==> src/rtl/score_bcd_encoder.sv <==
// score_bcd_encoder
// Converts a binary score into five 14-bit segment masks for the LCD menu
// overlay's numeric field. A sequential double-dabble runs one iteration
// per clock; the encoded digits are committed only on a frame tick, so the
// visible field never changes mid-frame.
//
// Ports:
//   clk         system clock
//   reset       asynchronous, active-high reset
//   value_in    binary value to display (BIN_W bits)
//   load        one-cycle strobe capturing value_in
//   frame_tick  one-cycle pulse per frame (vertical blank)
//   busy        high while converting or while a result awaits commit
//   updated     one-cycle pulse on the cycle after seg0..seg4 change
//   seg0..seg4  digit masks, seg0 = units (rightmost), seg4 = leftmost
module score_bcd_encoder #(
    parameter int BIN_W    = 16,
    parameter bit BLANK_LZ = 1'b1
) (
    input  logic             clk,
    input  logic             reset,
    input  logic [BIN_W-1:0] value_in,
    input  logic             load,
    input  logic             frame_tick,
    output logic             busy,
    output logic             updated,
    output logic [13:0]      seg0,
    output logic [13:0]      seg1,
    output logic [13:0]      seg2,
    output logic [13:0]      seg3,
    output logic [13:0]      seg4
);

    localparam int          CNT_W      = $clog2(BIN_W + 1);
    localparam logic [13:0] SEG_ZERO   = 14'h003F;
    localparam logic [13:0] SEG_HI_RST = BLANK_LZ ? 14'h0000 : SEG_ZERO;

    typedef enum logic [1:0] {IDLE, SHIFT, HOLD} state_t;

    state_t             r_state;
    logic               r_busy;
    logic               r_commit;
    logic               r_updated;
    logic               r_pend;
    logic [BIN_W-1:0]   r_pend_val;
    logic [BIN_W-1:0]   r_bin;
    logic [19:0]        r_bcd;
    logic [CNT_W-1:0]   r_cnt;
    logic [13:0]        r_seg0, r_seg1, r_seg2, r_seg3, r_seg4;

    logic [19:0]        w_adj;
    logic [19+BIN_W:0]  w_shifted;
    logic               w_last;
    logic [4:0]         w_show;
    logic [13:0]        w_enc [5];

    function automatic logic [3:0] add3(input logic [3:0] d);
        return (d >= 4'd5) ? d + 4'd3 : d;
    endfunction

    function automatic logic [13:0] seg_encode(input logic [3:0] d);
        case (d)
            4'd0:    return 14'h003F;
            4'd1:    return 14'h0006;
            4'd2:    return 14'h005B;
            4'd3:    return 14'h004F;
            4'd4:    return 14'h0066;
            4'd5:    return 14'h006D;
            4'd6:    return 14'h007D;
            4'd7:    return 14'h0007;
            4'd8:    return 14'h007F;
            4'd9:    return 14'h006F;
            default: return 14'h0000;
        endcase
    endfunction

    // One double-dabble iteration: correct every nibble, then shift the
    // combined {bcd, bin} register left by one.
    always_comb begin
        w_adj = '0;
        for (int k = 0; k < 5; k++) begin
            w_adj[4*k +: 4] = add3(r_bcd[4*k +: 4]);
        end
    end

    assign w_shifted = {w_adj, r_bin} << 1;
    assign w_last    = (r_cnt == CNT_W'(BIN_W - 1));

    // A digit is shown when it or any higher digit is nonzero; the units
    // digit is always shown.
    always_comb begin
        w_show = '0;
        for (int k = 0; k < 5; k++) begin
            w_show[k] = ((r_bcd >> (4 * k)) != 20'd0) || (k == 0) || !BLANK_LZ;
            w_enc[k]  = w_show[k] ? seg_encode(r_bcd[4*k +: 4]) : 14'h0000;
        end
    end

    always_ff @(posedge clk or posedge reset) begin
        if (reset) begin
            r_state    <= IDLE;
            r_busy     <= 1'b0;
            r_commit   <= 1'b0;
            r_updated  <= 1'b0;
            r_pend     <= 1'b0;
            r_pend_val <= '0;
            r_bin      <= '0;
            r_bcd      <= '0;
            r_cnt      <= '0;
            r_seg0     <= SEG_ZERO;
            r_seg1     <= SEG_HI_RST;
            r_seg2     <= SEG_HI_RST;
            r_seg3     <= SEG_HI_RST;
            r_seg4     <= SEG_HI_RST;
        end else begin
            r_commit  <= 1'b0;
            r_updated <= r_commit;
            case (r_state)
                IDLE: begin
                    if (load) begin
                        r_bin   <= value_in;
                        r_bcd   <= '0;
                        r_cnt   <= '0;
                        r_state <= SHIFT;
                        r_busy  <= 1'b1;
                    end
                end
                SHIFT: begin
                    r_bcd <= w_shifted[19+BIN_W:BIN_W];
                    r_bin <= w_shifted[BIN_W-1:0];
                    r_cnt <= r_cnt + 1'b1;
                    if (w_last) begin
                        // A queued value supersedes the result just finished.
                        if (r_pend || load) begin
                            r_bin  <= load ? value_in : r_pend_val;
                            r_bcd  <= '0;
                            r_cnt  <= '0;
                            r_pend <= 1'b0;
                        end else begin
                            r_state <= HOLD;
                        end
                    end else if (load) begin
                        r_pend     <= 1'b1;
                        r_pend_val <= value_in;
                    end
                end
                HOLD: begin
                    if (frame_tick) begin
                        r_seg0   <= w_enc[0];
                        r_seg1   <= w_enc[1];
                        r_seg2   <= w_enc[2];
                        r_seg3   <= w_enc[3];
                        r_seg4   <= w_enc[4];
                        r_commit <= 1'b1;
                    end
                    if (load) begin
                        r_bin   <= value_in;
                        r_bcd   <= '0;
                        r_cnt   <= '0;
                        r_state <= SHIFT;
                    end else if (frame_tick) begin
                        r_state <= IDLE;
                        r_busy  <= 1'b0;
                    end
                end
                default: begin
                    r_state <= IDLE;
                    r_busy  <= 1'b0;
                end
            endcase
        end
    end

    assign busy    = r_busy;
    assign updated = r_updated;
    assign seg0    = r_seg0;
    assign seg1    = r_seg1;
    assign seg2    = r_seg2;
    assign seg3    = r_seg3;
    assign seg4    = r_seg4;

endmodule

==> config.mk <==
export PLATFORM = sky130hd
export DESIGN_NAME = score_bcd_encoder
export DESIGN_NICKNAME = d
export VERILOG_FILES = /design/src/rtl/score_bcd_encoder.sv
export SDC_FILE = /design/constraint.sdc
export NUM_CORES = 1
export LEC_CHECK = 0
export BUFFER_PORTS_ARGS = -buffer_cell sky130_fd_sc_hd__buf_2
export CORE_MARGIN = 1
export CORE_UTILIZATION = 40
export CTS_BUF_LIST = sky130_fd_sc_hd__clkbuf_4 sky130_fd_sc_hd__clkbuf_8
export CTS_CLUSTER_SIZE = 24
export DETAILED_ROUTE_END_ITERATION = 8
export GPL_TIMING_DRIVEN = 0
export SYNTH_ARGS = -nofsm -noshare
export SYNTH_HDL_FRONTEND = slang
export SYNTH_SLANG_ARGS = --single-unit
==> constraint.sdc <==
create_clock -name clk -period 5.7 [get_ports clk]
set_input_delay 0.285 -clock clk [delete_from_list [all_inputs] [get_ports clk]]
set_output_delay 0.285 -clock clk [all_outputs]
set_load 0.01 [all_outputs]
== Word-level counts from Yosys, hierarchy flattened ==
Memory sizes are Yosys's and may differ from the RTL's. A register that Yosys moved wholly into a read port is not among the register bits.
Cells that the tools add are included.
W data, S select, Z words.
Operators by class
  $add $sub $neg: 6
  order comparisons: 5
  equal/unequal tests: 11
  multiplexer cells: 36
  bitwise operators: 2
  reduce and logical (&&, ||, !) cells: 15
Operators with widths (number)
  $reduce_bool A20 Y1: 4
  $mux W16: 4
  $mux W20: 3
  $mux W14: 4
  $pmux W20 S2: 1
  $pmux W16 S2: 1
  $ge A4 B3 Y1 const B: 5
  $add A4 B2 Y4 const B: 4
  $mux W4: 4
  $mux W5: 3
  $mux W2: 5
  $ne A2 B2 Y1 const B: 5
  $pmux W5 S2: 1
  $reduce_and A4 Y1: 2
  $mux W1: 7
  $pmux W2 S3: 1
  $reduce_and A2 Y1: 3
  $add A5 B1 Y5 const B: 1
  $eq A5 B4 Y1 const B: 1
  $ne A2 B1 Y1 const B: 2
  $reduce_bool A2 Y1: 2
  $add A3 B2 Y3 const B: 1
  $mux W3: 1
  $ne A3 B3 Y1 const B: 1
  other kinds (8): 9
Word-level totals
  bits in registers: 133
  memory bits (read-only): 560
  output and inout bits: 72
  logic and storage cells: 94
  memories: 5
Memories
  (no name shown): depth 16, width 7, rd ports 1, clocked after Yosys merged registers in 1, wr ports 0, line 62  | case (d)
  (no name shown): depth 16, width 7, rd ports 1, clocked after Yosys merged registers in 0, wr ports 0, line 62
  (no name shown): depth 16, width 7, rd ports 1, clocked after Yosys merged registers in 0, wr ports 0, line 62
  (no name shown): depth 16, width 7, rd ports 1, clocked after Yosys merged registers in 0, wr ports 0, line 62
  (no name shown): depth 16, width 7, rd ports 1, clocked after Yosys merged registers in 0, wr ports 0, line 62

== Depth between registers and ports, before layout ==
  word-level depth: 5
  depth in mapped cells: 7
  depth with buffers taken out: 7

== Worst setup path after synthesis ==
No wires, ideal clock.
  path kind: register -> register
  from: reg r_bcd[13]
  to: reg r_seg1[0] (netlist: seg1[0])
  setup time: 134 ps
  data arrival time: 1638 ps
  data required time: 5566 ps
  slack: 3928 ps
  cell stages (with the launch flop): 7
  period minus slack after synthesis: 1772 ps
  cell sequence: dfrtp_1 -> inv_1 -> ha_1 -> nor4bb_1 -> nand2_1 -> nor3_1 -> nor2_1
Between the ends
  cells in the longest elaborated chain, start to end: 2
Ends and longest elaborated chain
  start: declaration: line 47  | logic [19:0] r_bcd;
  start signal: assignment: line 129  | r_bcd <= w_shifted[19+BIN_W:BIN_W];
  $reduce_bool A20 Y1: line 94  | w_show[k] = ((r_bcd >> (4 * k)) != 20'd0) || (k == 0) || !BLANK_LZ;
  $mux W14: line 95  | w_enc[k] = w_show[k] ? seg_encode(r_bcd[4*k +: 4]) : 14'h0000;
  end signal: assignment: line 150  | r_seg1 <= w_enc[1];
  end: declaration: line 49  | logic [13:0] r_seg0, r_seg1, r_seg2, r_seg3, r_seg4;
Every way passes these cells.
A chain may end at the register's enable or synchronous reset.

== Worst setup path in the final report ==
  from: reg r_bcd[12]
  to: reg r_seg1[5] (netlist: seg1[5])
Same word-level chain as after synthesis.

==> results.md <==
- Core ar.: between 10000 and 15000 sq um
- CTS tree: done
- H-tree Lvls: 3
- Detail Route Antenna Nets: 0
- Most area-hungry cell type in the Yosys netlist: dfrtp_1
- Netlist cell types: 53
- Synth Area in XOR/XNOR: 1.08%
- Seq cells post-synth: 98
- Slew Viols, Final: 0
- Seq/Total Area, Yosys: 43.5%
- Final WL: 12200 microns
- RePlAce Congestion: 0.833
- Largest net degree at the start of global routing: 63
- Maxcap violations: 0
- DIE AREA: 14600 sq um
- Vias: approximately 4300
- Slowest-stage cell, CP: nor4bb_1
- Peak VDD IR: 0.000205 V
- Final hold viol count: 0
- Crit path kind: reg -> reg
- Total track usage: 17.6%
- DIE WIDTH: 121 microns
- # IOs: 92
- CP Max Fanout: 5
- Fin crit share: just over 40%
- Number of flops mapped to enable cells by yosys: 0
- Synth top area share: approximately two fifths
- DRC violation total after the first TritonRoute iteration: 273
- Hold_sp: value_in[13]
- Yosys warns: 0
- ANT cells: 0
- Vias per std cell: 5.04
- Simple-gate share of the synthesized area: 13.4%
- Synthesized netlist cell count: 567
- Placement Rows: 43
- Mux cell area share after synthesis: 10.8%
- Total gr overflow: 0
- Crit path cell chain: inv_1, ha_1, nor4bb_1, nand2_1, nor3_1, nor2_1
- Critical Path Max Stage Delay: ~560 ps
- Final-layout fill cell count: 1329
- Crit path launch type: flop
- Pleak: around 3.3 nW
- Max transition margin: approximately 59%
- Worst hold slack: 161 ps
- Worst r2r src: r_bcd[12]$_DFFE_PP0P_
- Fraction of registers with async set/reset: 100%
- Mapped cell area: between 5000 and 6000 sq um
- Fraction of the mapped netlist area in adder cells: 6.86%
- DRT Pass-1 Iters: 5
- CTS Root Cell: clkbuf_8
- Fin crit period: 2310 ps
- Fmax: 434 MHz
- Final setup TNS: 0 ps
- Ranking of synthesized cells by area: dfrtp_1, ha_1, mux2_2
- CTS clk-pin slew, worst paths: 100 ps
- Total CTS buffers: 9
- Worst path arrival time: 2560 ps
- Clock Path Buffers: 2
- Post-DP HPWL: 8700 microns
- P&R area growth vs syn: 15.8%
- Clock Sinks: 98
- Fraction of layout cells with a size suffix above 1: roughly a quarter
- # nets final: between 700 and 800
- Status: complete, no violations
- DRC: 0
- Most used DFF post-synth: dfrtp_1
- Die Y: 121 microns
- Detail-routed net length per standard cell: approximately 14 microns
- PortBufs: 55
- Area occupied by multi-input gates: 2830 sq um
- Register Area: 2460 sq um
- Vias in the first global route: 4137
- R2r endpoint: seg1[5]$_DFFE_PP0P_
- R2R depth: 6
- Commonest non-fill, non-tap cell in the layout: dfrtp_1
- Crit path capture type: flop
- Initial core utilization: 40.9%
- Hold crit path type: in -> reg
- Initial antenna violation count: 0
- Worst-Margin Slew: ~610 ps
- R2r setup slk: 3390 ps
- RSZ-0062 raised after global routing: false
- Largest family of logic cells by synthesized area: compound AO/OA/AOI/OAI gates
- Most frequent cells in the layout: dfrtp_1, nand2_1, buf_2
- Clk Latency, worst-skew pair: 380 ps
- Worst path required time: 5950 ps
- Setup crit end: seg1[5]$_DFFE_PP0P_
- Mean post-synth cell area: ~10 sq um
- Compound-gate portion of the synthesized area: 15.6%
- Final setup viols: 0
- Worst setup path startpoint: r_bcd[12]$_DFFE_PP0P_
- Clock Skews: about 6.1 ps
- First-pass GRT wire length: about 20000 microns
- Pwr/cell area: around 450 nW/um^2
-- critical path: cells and delay by family (launching register included) --
kind / cells / cell delay (ps)
and+or+nand+nor: 4 / 1370
DFF: 1 / 440
adders and majority gates: 1 / 200
buffers and inverters: 1 / 180
-- through the flow --
step / cells / instance area (sq um) / power, mW / setup WS, ps / utilization [%]
2_1_floorplan: 601 / 5780 / 2.11 / 2860 / -
3_3_place_gp: 836 / 6280 / 2.40 / 1580 / 45.4
3_5_place_dp: 837 / 6310 / 2.44 / 3410 / 45.6
4_1_cts: 854 / 6550 / 2.96 / 3390 / 47.4
5_1_grt: 854 / 6550 / 3.19 / 3220 / 47.4
6_report: 854 / 6550 / 2.94 / 3390 / 47.4
-- Yosys cell counts (3+ instances only) --
cell type and instances:
mux2_2 26, buf_6 4, and3_1 4, nand2b_1 19, buf_4 35, dfstp_2 6, o31ai_1 6, mux2i_1 17
buf_2 10, nand3_1 9, a22o_1 6, dfrtp_1 92, a221o_1 11, a21oi_1 28, ha_1 31, o21a_1 3
nand3b_1 3, xnor2_1 6, nor2b_1 5, a21o_1 3, clkbuf_1 14, nor2_1 25, nand2_1 68, inv_1 18
a222oi_1 4, o21ai_0 52, nor3b_1 6, o22ai_1 16, mux2_4 10
-- area by class of cell --
type                       count  share of cell area (%)
timing repair buffer          57                    4.78
clock inverter                 7                    1.57
tap                          180                    3.44
clock buffer                   9                    1.89
buffer                        65                    6.40
multi-input combinational    419                    43.2
inverter                      19                    1.13
sequential                    98                    37.6
-- state kept, by name, summed over array words and instances, names as in the netlist --
signal and flops:
r_bcd 20, r_bin 16, r_pend_val 16, seg0 7
seg1 7, seg2 7, seg3 7, seg4 7
r_cnt 5, r_state 2, busy 1, r_commit 1
r_pend 1, updated 1
-- where the power goes --
group,internal [mW],switching [mW]
Clock,0.251,0.257
Combinational,0.622,0.776
Sequential,0.878,0.154
Total,1.75,1.19
-- how the worst min path moves through the flow --
stage	slack [ps]	depth (start not counted)	to
2_1_floorplan	330	0	updated$_DFF_PP0_
3_3_place_gp	330	0	updated$_DFF_PP0_
3_5_place_dp	340	0	updated$_DFF_PP0_
4_1_cts	140	2	r_pend_val[15]$_DFFE_PP0P_
5_1_grt	150	2	r_pend_val[13]$_DFFE_PP0P_
6_report	160	2	r_pend_val[13]$_DFFE_PP0P_
-- logic make-up (layout without fill, tap and decap cells) --
group | count (synthesis) | count (layout)
buf+inv | 84 | 157
flops | 98 | 98
compound gates | 140 | 140
other cells | 1 | 35
simple gates | 153 | 153
fa+ha+maj | 31 | 31
xor+xnor | 7 | 7
mux | 53 | 53
-- what timing repair did --
action                                 in CTS  in global routing
endpoints found under the hold margin      36                  0
hold buffers                                1                  0
setup buffers                               0                  0
gates resized for setup                     0                  0
-- per-layer routing --
| metal | vias to the layer above | track usage (%) | wire length [microns] |
|---|---|---|---|
| met2 | 100 | 28.8 | 5790 |
| met5 | - | 0 | 0 |
| met4 | 0 | 3.94 | 97 |
| li1 | 2125 | - | - |
| met3 | 8 | 4.09 | 517 |
| met1 | 2071 | 23.7 | 5800 |
No activity file was read; power rests on OpenSTA's default activity.
